### src/rtl/rvfi_retire_emitter_pkg.sv
// Shared RVFI types for the retire emitter and the formal checker wrappers:
// packet struct, emitter state, and the machine-mode constant.
package rvfi_retire_emitter_pkg;

    localparam int RVFI_XLEN    = 32;
    localparam int RVFI_ILEN    = 32;
    localparam int RVFI_ORDER_W = 64;

    localparam logic [1:0] RVFI_MODE_M = 2'b11;

    typedef enum logic {
        S_IDLE = 1'b0,
        S_HOLD = 1'b1
    } emit_state_t;

    typedef struct packed {
        logic [RVFI_ILEN-1:0]   insn;
        logic [RVFI_XLEN-1:0]   pc_rdata;
        logic [RVFI_XLEN-1:0]   pc_wdata;
        logic [4:0]             rs1_addr;
        logic [4:0]             rs2_addr;
        logic [RVFI_XLEN-1:0]   rs1_rdata;
        logic [RVFI_XLEN-1:0]   rs2_rdata;
        logic [4:0]             rd_addr;
        logic [RVFI_XLEN-1:0]   rd_wdata;
        logic [RVFI_XLEN-1:0]   mem_addr;
        logic [RVFI_XLEN/8-1:0] mem_rmask;
        logic [RVFI_XLEN/8-1:0] mem_wmask;
        logic [RVFI_XLEN-1:0]   mem_rdata;
        logic [RVFI_XLEN-1:0]   mem_wdata;
        logic                   trap;
        logic                   intr;
    } rvfi_pkt_t;

    // Expand a byte mask into a bit mask (bit 8*i..8*i+7 follows mask bit i).
    function automatic logic [RVFI_XLEN-1:0] byte_mask_bits(input logic [RVFI_XLEN/8-1:0] m);
        logic [RVFI_XLEN-1:0] r;
        r = '0;
        for (int i = 0; i < RVFI_XLEN/8; i++) begin
            r[8*i +: 8] = {8{m[i]}};
        end
        return r;
    endfunction

endpackage

### src/rtl/rvfi_retire_emitter_if.sv
// Writeback-to-emitter handshake plus the data-memory response and trap-entry
// strobe that complete a retiring instruction.
interface rvfi_retire_emitter_if #(
    parameter int XLEN = 32,
    parameter int ILEN = 32
);
    logic              wb_valid;
    logic              wb_ready;
    logic [ILEN-1:0]   wb_insn;
    logic [XLEN-1:0]   wb_pc;
    logic [XLEN-1:0]   wb_npc;
    logic [4:0]        wb_rs1_addr;
    logic [XLEN-1:0]   wb_rs1_data;
    logic [4:0]        wb_rs2_addr;
    logic [XLEN-1:0]   wb_rs2_data;
    logic [4:0]        wb_rd_addr;
    logic [XLEN-1:0]   wb_rd_wdata;
    logic              wb_trap;
    logic              wb_mem_op;
    logic [XLEN-1:0]   wb_mem_addr;
    logic [XLEN/8-1:0] wb_mem_wmask;
    logic [XLEN/8-1:0] wb_mem_rmask;
    logic [XLEN-1:0]   wb_mem_wdata;
    logic              dmem_rsp_valid;
    logic [XLEN-1:0]   dmem_rsp_rdata;
    logic              dmem_rsp_error;
    logic              trap_entry;

    modport master (
        output wb_valid, wb_insn, wb_pc, wb_npc,
               wb_rs1_addr, wb_rs1_data, wb_rs2_addr, wb_rs2_data,
               wb_rd_addr, wb_rd_wdata, wb_trap, wb_mem_op,
               wb_mem_addr, wb_mem_wmask, wb_mem_rmask, wb_mem_wdata,
               dmem_rsp_valid, dmem_rsp_rdata, dmem_rsp_error, trap_entry,
        input  wb_ready
    );

    modport slave (
        input  wb_valid, wb_insn, wb_pc, wb_npc,
               wb_rs1_addr, wb_rs1_data, wb_rs2_addr, wb_rs2_data,
               wb_rd_addr, wb_rd_wdata, wb_trap, wb_mem_op,
               wb_mem_addr, wb_mem_wmask, wb_mem_rmask, wb_mem_wdata,
               dmem_rsp_valid, dmem_rsp_rdata, dmem_rsp_error, trap_entry,
        output wb_ready
    );
endinterface

### src/rtl/rvfi_retire_emitter_pkt_reg.sv
// RVFI packet register: synchronous clear has priority over load, otherwise holds.
module rvfi_pkt_reg
    import rvfi_retire_emitter_pkg::*;
(
    input  logic      clk,
    input  logic      clear,
    input  logic      load,
    input  rvfi_pkt_t d,
    output rvfi_pkt_t q
);

    always_ff @(posedge clk) begin
        if (clear) begin
            q <= '0;
        end else if (load) begin
            q <= d;
        end
    end

endmodule

### src/rtl/rvfi_retire_emitter.sv
// Packs each retired instruction into one registered RVFI packet; loads and
// stores are parked until their data-memory response completes the packet.
module rvfi_retire_emitter
    import rvfi_retire_emitter_pkg::*;
#(
    parameter int                 XLEN      = RVFI_XLEN,
    parameter int                 ILEN      = RVFI_ILEN,
    parameter int                 ORDER_W   = RVFI_ORDER_W,
    parameter logic [ORDER_W-1:0] ORDER_RST = '0
) (
    input  logic                  g_clk,
    input  logic                  g_resetn,
    rvfi_retire_emitter_if.slave  wb,
    output logic                  rvfi_valid,
    output logic [ORDER_W-1:0]    rvfi_order,
    output logic [ILEN-1:0]       rvfi_insn,
    output logic [XLEN-1:0]       rvfi_pc_rdata,
    output logic [XLEN-1:0]       rvfi_pc_wdata,
    output logic [4:0]            rvfi_rs1_addr,
    output logic [4:0]            rvfi_rs2_addr,
    output logic [XLEN-1:0]       rvfi_rs1_rdata,
    output logic [XLEN-1:0]       rvfi_rs2_rdata,
    output logic [4:0]            rvfi_rd_addr,
    output logic [XLEN-1:0]       rvfi_rd_wdata,
    output logic [XLEN-1:0]       rvfi_mem_addr,
    output logic [XLEN/8-1:0]     rvfi_mem_rmask,
    output logic [XLEN/8-1:0]     rvfi_mem_wmask,
    output logic [XLEN-1:0]       rvfi_mem_rdata,
    output logic [XLEN-1:0]       rvfi_mem_wdata,
    output logic                  rvfi_trap,
    output logic                  rvfi_halt,
    output logic                  rvfi_intr,
    output logic [1:0]            rvfi_mode
);

    emit_state_t        state;
    logic [ORDER_W-1:0] order_q;
    logic               intr_pend;
    rvfi_pkt_t          wb_pkt;
    rvfi_pkt_t          hold_pkt;
    rvfi_pkt_t          rsp_pkt;
    rvfi_pkt_t          out_d;
    rvfi_pkt_t          out_q;
    logic               accept;
    logic               emit_direct;
    logic               emit_rsp;
    logic               emit;

    assign wb.wb_ready  = g_resetn && (state == S_IDLE);
    assign accept       = wb.wb_valid && wb.wb_ready;
    assign emit_direct  = accept && !wb.wb_mem_op;
    assign emit_rsp     = g_resetn && (state == S_HOLD) && wb.dmem_rsp_valid;
    assign emit         = emit_direct || emit_rsp;

    always_comb begin
        wb_pkt           = '0;
        wb_pkt.insn      = wb.wb_insn;
        wb_pkt.pc_rdata  = wb.wb_pc;
        wb_pkt.pc_wdata  = wb.wb_npc;
        wb_pkt.rs1_addr  = wb.wb_rs1_addr;
        wb_pkt.rs2_addr  = wb.wb_rs2_addr;
        wb_pkt.rs1_rdata = wb.wb_rs1_data;
        wb_pkt.rs2_rdata = wb.wb_rs2_data;
        wb_pkt.rd_addr   = wb.wb_rd_addr;
        wb_pkt.trap      = wb.wb_trap;
        if (wb.wb_rd_addr != 5'd0) begin
            wb_pkt.rd_wdata = wb.wb_rd_wdata;
        end
        // Non-memory instructions report an all-zero memory footprint.
        if (wb.wb_mem_op) begin
            wb_pkt.mem_addr  = wb.wb_mem_addr;
            wb_pkt.mem_rmask = wb.wb_mem_rmask;
            wb_pkt.mem_wmask = wb.wb_mem_wmask;
            wb_pkt.mem_wdata = wb.wb_mem_wdata;
        end
    end

    always_comb begin
        rsp_pkt           = hold_pkt;
        rsp_pkt.mem_rdata = wb.dmem_rsp_rdata & byte_mask_bits(hold_pkt.mem_rmask);
        if (wb.dmem_rsp_error) begin
            rsp_pkt.trap     = 1'b1;
            rsp_pkt.rd_addr  = 5'd0;
            rsp_pkt.rd_wdata = '0;
        end
    end

    always_comb begin
        out_d      = emit_rsp ? rsp_pkt : wb_pkt;
        out_d.intr = intr_pend;
    end

    rvfi_pkt_reg u_hold (
        .clk   (g_clk),
        .clear (!g_resetn),
        .load  (accept && wb.wb_mem_op),
        .d     (wb_pkt),
        .q     (hold_pkt)
    );

    rvfi_pkt_reg u_out (
        .clk   (g_clk),
        .clear (!g_resetn),
        .load  (emit),
        .d     (out_d),
        .q     (out_q)
    );

    always_ff @(posedge g_clk) begin
        if (!g_resetn) begin
            state      <= S_IDLE;
            rvfi_valid <= 1'b0;
            rvfi_order <= '0;
            order_q    <= ORDER_RST;
            intr_pend  <= 1'b0;
        end else begin
            rvfi_valid <= emit;
            // A trap entry coinciding with an emit belongs to the following packet.
            if (emit) begin
                rvfi_order <= order_q;
                order_q    <= order_q + ORDER_W'(1);
                intr_pend  <= wb.trap_entry;
            end else if (wb.trap_entry) begin
                intr_pend  <= 1'b1;
            end
            case (state)
                S_IDLE: if (accept && wb.wb_mem_op) state <= S_HOLD;
                S_HOLD: if (wb.dmem_rsp_valid)      state <= S_IDLE;
                default:                            state <= S_IDLE;
            endcase
        end
    end

    assign rvfi_insn      = out_q.insn;
    assign rvfi_pc_rdata  = out_q.pc_rdata;
    assign rvfi_pc_wdata  = out_q.pc_wdata;
    assign rvfi_rs1_addr  = out_q.rs1_addr;
    assign rvfi_rs2_addr  = out_q.rs2_addr;
    assign rvfi_rs1_rdata = out_q.rs1_rdata;
    assign rvfi_rs2_rdata = out_q.rs2_rdata;
    assign rvfi_rd_addr   = out_q.rd_addr;
    assign rvfi_rd_wdata  = out_q.rd_wdata;
    assign rvfi_mem_addr  = out_q.mem_addr;
    assign rvfi_mem_rmask = out_q.mem_rmask;
    assign rvfi_mem_wmask = out_q.mem_wmask;
    assign rvfi_mem_rdata = out_q.mem_rdata;
    assign rvfi_mem_wdata = out_q.mem_wdata;
    assign rvfi_trap      = out_q.trap;
    assign rvfi_intr      = out_q.intr;
    assign rvfi_halt      = 1'b0;
    assign rvfi_mode      = RVFI_MODE_M;

endmodule

### src/flat_wrapper.sv
// flat-port wrapper written by rule: the top's interface ports become plain ports
module rvfi_retire_emitter_flat import rvfi_retire_emitter_pkg::*;
#(
    parameter int                 XLEN      = RVFI_XLEN,
    parameter int                 ILEN      = RVFI_ILEN,
    parameter int                 ORDER_W   = RVFI_ORDER_W,
    parameter logic [ORDER_W-1:0] ORDER_RST = '0
)
  (g_clk, g_resetn, rvfi_valid, rvfi_order, rvfi_insn, rvfi_pc_rdata, rvfi_pc_wdata, rvfi_rs1_addr, rvfi_rs2_addr, rvfi_rs1_rdata, rvfi_rs2_rdata, rvfi_rd_addr, rvfi_rd_wdata, rvfi_mem_addr, rvfi_mem_rmask, rvfi_mem_wmask, rvfi_mem_rdata, rvfi_mem_wdata, rvfi_trap, rvfi_halt, rvfi_intr, rvfi_mode, wb_wb_valid, wb_wb_insn, wb_wb_pc, wb_wb_npc, wb_wb_rs1_addr, wb_wb_rs1_data, wb_wb_rs2_addr, wb_wb_rs2_data, wb_wb_rd_addr, wb_wb_rd_wdata, wb_wb_trap, wb_wb_mem_op, wb_wb_mem_addr, wb_wb_mem_wmask, wb_wb_mem_rmask, wb_wb_mem_wdata, wb_dmem_rsp_valid, wb_dmem_rsp_rdata, wb_dmem_rsp_error, wb_trap_entry, wb_wb_ready);
  rvfi_retire_emitter_if #(.XLEN(XLEN), .ILEN(ILEN)) wb_i ();
  input  logic g_clk;
  input  logic g_resetn;
  output logic rvfi_valid;
  output logic [ORDER_W-1:0] rvfi_order;
  output logic [ILEN-1:0] rvfi_insn;
  output logic [XLEN-1:0] rvfi_pc_rdata;
  output logic [XLEN-1:0] rvfi_pc_wdata;
  output logic [4:0] rvfi_rs1_addr;
  output logic [4:0] rvfi_rs2_addr;
  output logic [XLEN-1:0] rvfi_rs1_rdata;
  output logic [XLEN-1:0] rvfi_rs2_rdata;
  output logic [4:0] rvfi_rd_addr;
  output logic [XLEN-1:0] rvfi_rd_wdata;
  output logic [XLEN-1:0] rvfi_mem_addr;
  output logic [XLEN/8-1:0] rvfi_mem_rmask;
  output logic [XLEN/8-1:0] rvfi_mem_wmask;
  output logic [XLEN-1:0] rvfi_mem_rdata;
  output logic [XLEN-1:0] rvfi_mem_wdata;
  output logic rvfi_trap;
  output logic rvfi_halt;
  output logic rvfi_intr;
  output logic [1:0] rvfi_mode;
  input wire logic [$bits(wb_i.wb_valid)-1:0] wb_wb_valid;
  input wire logic [$bits(wb_i.wb_insn)-1:0] wb_wb_insn;
  input wire logic [$bits(wb_i.wb_pc)-1:0] wb_wb_pc;
  input wire logic [$bits(wb_i.wb_npc)-1:0] wb_wb_npc;
  input wire logic [$bits(wb_i.wb_rs1_addr)-1:0] wb_wb_rs1_addr;
  input wire logic [$bits(wb_i.wb_rs1_data)-1:0] wb_wb_rs1_data;
  input wire logic [$bits(wb_i.wb_rs2_addr)-1:0] wb_wb_rs2_addr;
  input wire logic [$bits(wb_i.wb_rs2_data)-1:0] wb_wb_rs2_data;
  input wire logic [$bits(wb_i.wb_rd_addr)-1:0] wb_wb_rd_addr;
  input wire logic [$bits(wb_i.wb_rd_wdata)-1:0] wb_wb_rd_wdata;
  input wire logic [$bits(wb_i.wb_trap)-1:0] wb_wb_trap;
  input wire logic [$bits(wb_i.wb_mem_op)-1:0] wb_wb_mem_op;
  input wire logic [$bits(wb_i.wb_mem_addr)-1:0] wb_wb_mem_addr;
  input wire logic [$bits(wb_i.wb_mem_wmask)-1:0] wb_wb_mem_wmask;
  input wire logic [$bits(wb_i.wb_mem_rmask)-1:0] wb_wb_mem_rmask;
  input wire logic [$bits(wb_i.wb_mem_wdata)-1:0] wb_wb_mem_wdata;
  input wire logic [$bits(wb_i.dmem_rsp_valid)-1:0] wb_dmem_rsp_valid;
  input wire logic [$bits(wb_i.dmem_rsp_rdata)-1:0] wb_dmem_rsp_rdata;
  input wire logic [$bits(wb_i.dmem_rsp_error)-1:0] wb_dmem_rsp_error;
  input wire logic [$bits(wb_i.trap_entry)-1:0] wb_trap_entry;
  output wire logic [$bits(wb_i.wb_ready)-1:0] wb_wb_ready;
  assign wb_i.wb_valid = wb_wb_valid;
  assign wb_i.wb_insn = wb_wb_insn;
  assign wb_i.wb_pc = wb_wb_pc;
  assign wb_i.wb_npc = wb_wb_npc;
  assign wb_i.wb_rs1_addr = wb_wb_rs1_addr;
  assign wb_i.wb_rs1_data = wb_wb_rs1_data;
  assign wb_i.wb_rs2_addr = wb_wb_rs2_addr;
  assign wb_i.wb_rs2_data = wb_wb_rs2_data;
  assign wb_i.wb_rd_addr = wb_wb_rd_addr;
  assign wb_i.wb_rd_wdata = wb_wb_rd_wdata;
  assign wb_i.wb_trap = wb_wb_trap;
  assign wb_i.wb_mem_op = wb_wb_mem_op;
  assign wb_i.wb_mem_addr = wb_wb_mem_addr;
  assign wb_i.wb_mem_wmask = wb_wb_mem_wmask;
  assign wb_i.wb_mem_rmask = wb_wb_mem_rmask;
  assign wb_i.wb_mem_wdata = wb_wb_mem_wdata;
  assign wb_i.dmem_rsp_valid = wb_dmem_rsp_valid;
  assign wb_i.dmem_rsp_rdata = wb_dmem_rsp_rdata;
  assign wb_i.dmem_rsp_error = wb_dmem_rsp_error;
  assign wb_i.trap_entry = wb_trap_entry;
  assign wb_wb_ready = wb_i.wb_ready;
  rvfi_retire_emitter #(.XLEN(XLEN), .ILEN(ILEN), .ORDER_W(ORDER_W), .ORDER_RST(ORDER_RST)) u_core (.g_clk(g_clk), .g_resetn(g_resetn), .wb(wb_i), .rvfi_valid(rvfi_valid), .rvfi_order(rvfi_order), .rvfi_insn(rvfi_insn), .rvfi_pc_rdata(rvfi_pc_rdata), .rvfi_pc_wdata(rvfi_pc_wdata), .rvfi_rs1_addr(rvfi_rs1_addr), .rvfi_rs2_addr(rvfi_rs2_addr), .rvfi_rs1_rdata(rvfi_rs1_rdata), .rvfi_rs2_rdata(rvfi_rs2_rdata), .rvfi_rd_addr(rvfi_rd_addr), .rvfi_rd_wdata(rvfi_rd_wdata), .rvfi_mem_addr(rvfi_mem_addr), .rvfi_mem_rmask(rvfi_mem_rmask), .rvfi_mem_wmask(rvfi_mem_wmask), .rvfi_mem_rdata(rvfi_mem_rdata), .rvfi_mem_wdata(rvfi_mem_wdata), .rvfi_trap(rvfi_trap), .rvfi_halt(rvfi_halt), .rvfi_intr(rvfi_intr), .rvfi_mode(rvfi_mode));
endmodule
### config.mk
export PLATFORM = sky130hd
export DESIGN_NAME = rvfi_retire_emitter_flat
export DESIGN_NICKNAME = d
export VERILOG_FILES = /design/src/rtl/rvfi_retire_emitter_pkg.sv /design/src/rtl/rvfi_retire_emitter_if.sv /design/src/rtl/rvfi_retire_emitter_pkt_reg.sv /design/src/rtl/rvfi_retire_emitter.sv /design/src/flat_wrapper.sv
export SDC_FILE = /design/constraint.sdc
export NUM_CORES = 2
export LEC_CHECK = 0
export ABC_AREA = 1
export BUFFER_PORTS_ARGS = -buffer_cell sky130_fd_sc_hd__buf_2
export CAP_MARGIN = 10
export CORE_AREA = 2 2 269 271
export CTS_CLUSTER_SIZE = 16
export DETAILED_ROUTE_END_ITERATION = 8
export DIE_AREA = 0 0 271 273
export PLACE_DENSITY_LB_ADDON = 0.2
export SLEW_MARGIN = 15
export SYNTH_ARGS = -nofsm -noshare
export SYNTH_HDL_FRONTEND = slang
export SYNTH_SLANG_ARGS = --single-unit
### constraint.sdc
create_clock -name g_clk -period 2.2 [get_ports g_clk]
set_input_delay 0.33 -clock g_clk [delete_from_list [all_inputs] [get_ports g_clk]]
set_output_delay 0.33 -clock g_clk [all_outputs]
set_load 0.05 [all_outputs]
==> metrics <==
status finished, final reports clean; final net count 4914; starting density of the core 0.3926; core outline area 0.07100 mm2; CTS buffer count 79; slew margin rel. 0.4356; initial antenna violation count 16; Mapped Area 0.02787 mm2; Worst EP arrival about 1.8 ns; CTS Root Buffer Type clkbuf_16; Final Core Density 0.5330; Worst setup EP type output pin; Crit Path Category input pin to output pin; Max Freq 0.4805 GHz; Pleak 15.80 nW; Cell Rows 98; wire per inst 17.61 um; largest net degree at the start of global routing 182; fin crit share 0.9459; CP max-delay cell dlygate4sd3_1; leading register cell type out of synthesis dfxtp_1; Die Height 273 um; GRT Overall Usage 0.2540; sequential cell area fraction in the yosys report 0.5200; Port Buf Inserts 697; First-pass DRT Iterations 5; Post-synth EDFFs 0; Clk Latency, worst-skew pair 0.63 ns; delay-heaviest family, CP buffers and inverters; synth cell count leaders 994 x nand2_1, 724 x dfxtp_1, 481 x a21oi_1, 379 x o21ai_0, 295 x nor2_1; design area between 0.03 and 0.04 mm2; Die Wd between 200 and 300 um; vias per inst 5.087; count leader, synth nand2_1; worst path buffer plus inverter count 5; ranking of synthesized cells by area dfxtp_1 52%, nand2_1 13%, a21oi_1 8.6%; Clock Sinks 724; Worst EP required 1.87 ns; fin crit period roughly 2.1 ns; Cell Pwr Density 823.1 mW/mm2; CTS H-Tree Depth 3; placed instance area 0.03220 mm2; fraction of registers with async set/reset 0; met1 GRT Util 0.3133; busiest layer in global routing met2; DRC 0; CP Max Fanout 7; die area roughly 0.074 mm2; Avg Synthesized Cell Area between 7 and 8 um2; Ports 701; Final HPWL DP 64770 um; Final Hold Fails 0; CP cell instances dlygate4sd3_1, buf_8, inv_8, nor2_1, buf_4, buf_2; Routed Antenna Nets 0; routability congestion estimate 0.8851; count of final setup violators 0; CTS tree yes; Reg clk slew, reported paths 0.06 ns; share of layout cells above drive strength 1 0.1920; Netlist cell types 34; max-cap violations 0; Detailed Route WL 98900 um; met2 usage 0.4233; Largest stage delay, worst path 0.56 ns; Final Max Slew Viols 0; first-pass GRT wire length 151600 um; Layout area overhead 35.76%; Starting DRT DRC Count between 2000 and 2500; worst ir drop on vdd 606.3 uV; GRT overflow 0; Yosys reg bits a little over 700; GRT met3 Usage 0.06063; cell taking the most area after synthesis dfxtp_1; final clock skew 0.02009 ns; DR vias 28570; RSZ-0062 raised after global routing false; setup TNS 0 ns; Yosys warnings 0; top cell type's share of synthesized area 0.5200; Max clock buf depth 3; vias in the first global route approximately 27000; worst-margin pin slew 0.8466 ns; worst hold-check path type input pin to flip-flop; Startpoint Class input pin; Mapped Cells about 3700
-- timing repair --
action | 4_1_cts | 5_1_grt
setup buffers | 0 | 2
setup endpoints to repair | 0 | 2
gates resized for setup | 0 | 1
endpoints found under the hold margin | 506 | 0
hold buffers | 304 | 0
-- worst min-delay path: stages --
cell and delay, ns:
buf_2 0.07, o21ai_0 0.07, a21oi_1 0.12
-- where the power goes --
part	switching [mW]	total, mW	internal (mW)
sequential	0.277	13.9	13.7
clock	5.53	13.1	7.61
combinational	2.77	4.06	1.29
-- stage by stage --
stage	power, mW	cells	hold slack, ns	worst slack (ns)
after floorplan	16.59	3733	0.4237	0.006193
after global placement	17.78	5157	0.4314	0.1442
after detailed placement	17.81	5157	0.4353	0.1463
after CTS	31.41	5599	0.0006396	0.1143
after global routing	32.30	5612	0.003634	0.02347
final	31.15	5616	0.02827	0.1190
-- registers in the layout (all words and copies together) (netlist names) --
| register | cells |
|---|---|
| u_core.intr_pend | 1 |
| u_core.order_q | 64 |
| u_core.rvfi_order | 64 |
| u_core.rvfi_valid | 1 |
| u_core.state | 1 |
| u_core.u_hold.q | 280 |
| u_core.u_out.q | 313 |
-- placed cells by master (no fill, tap or decap), types with 3 or more instances in the layout --
cell type	Yosys	routed
a31oi_1	171	171
a22oi_1	5	5
nand4_1	16	16
buf_4	6	38
diode_2	0	15
buf_12	0	25
dlygate4sd3_1	0	304
clkbuf_16	0	80
a21oi_1	481	481
buf_2	100	696
inv_6	0	4
o21ai_1	40	40
nand3b_1	3	3
nor3b_1	4	4
nor2_2	5	5
clkbuf_8	0	12
conb_1	2	3
nor2_1	295	294
nand3_1	144	142
xor2_1	5	5
clkinv_8	0	3
nor3_1	13	13
inv_1	149	148
clkbuf_1	161	23
bufinv_16	0	4
nand2_1	994	993
clkinv_2	0	8
o21ai_0	379	379
dfxtp_1	724	724
-- layout make-up --
class | instances | area [um2]
diodes | 15 | 37.54
clock buffers | 115 | 2253
clock inverters | 23 | 287.8
fillers | 6880 | 33160
inverters | 152 | 590.6
multi-input cells | 2572 | 11630
flip-flops and latches | 724 | 14490
well taps | 950 | 1189
repair buffers | 1065 | 7355
-- path summary, 6_finish.rpt --
path                         endpoint  slack (ns)                 from  cells past startpoint
hold reg to reg   u_core.u_hold.q[12]        0.44  u_core.u_hold.q[12]                      2
setup / recovery          wb_wb_ready        0.12             g_resetn                      6
setup reg to reg   u_core.order_q[39]        0.21   u_core.order_q[14]                      9
hold / removal     u_core.u_hold.q[8]        0.03   wb_wb_mem_wdata[6]                      3
-- cell families after synthesis --
kind of cell,synth area share
compound gates,0.2030
xor+xnor,0.002200
fa+ha+maj,0.0004488
buf+inv,0.06424
flops,0.5200
other cells,0.0002694
simple gates,0.2098
-- routing by layer --
metal,share of wire,vias up,routed length (um)
met2,0.47,900,46910
met1,0.42,13280,41480
met4,0.043,8,4260
li1,-,14130,-
met5,0.00056,-,55
met3,0.063,256,6196
No activity file was read; power rests on OpenSTA's default activity.
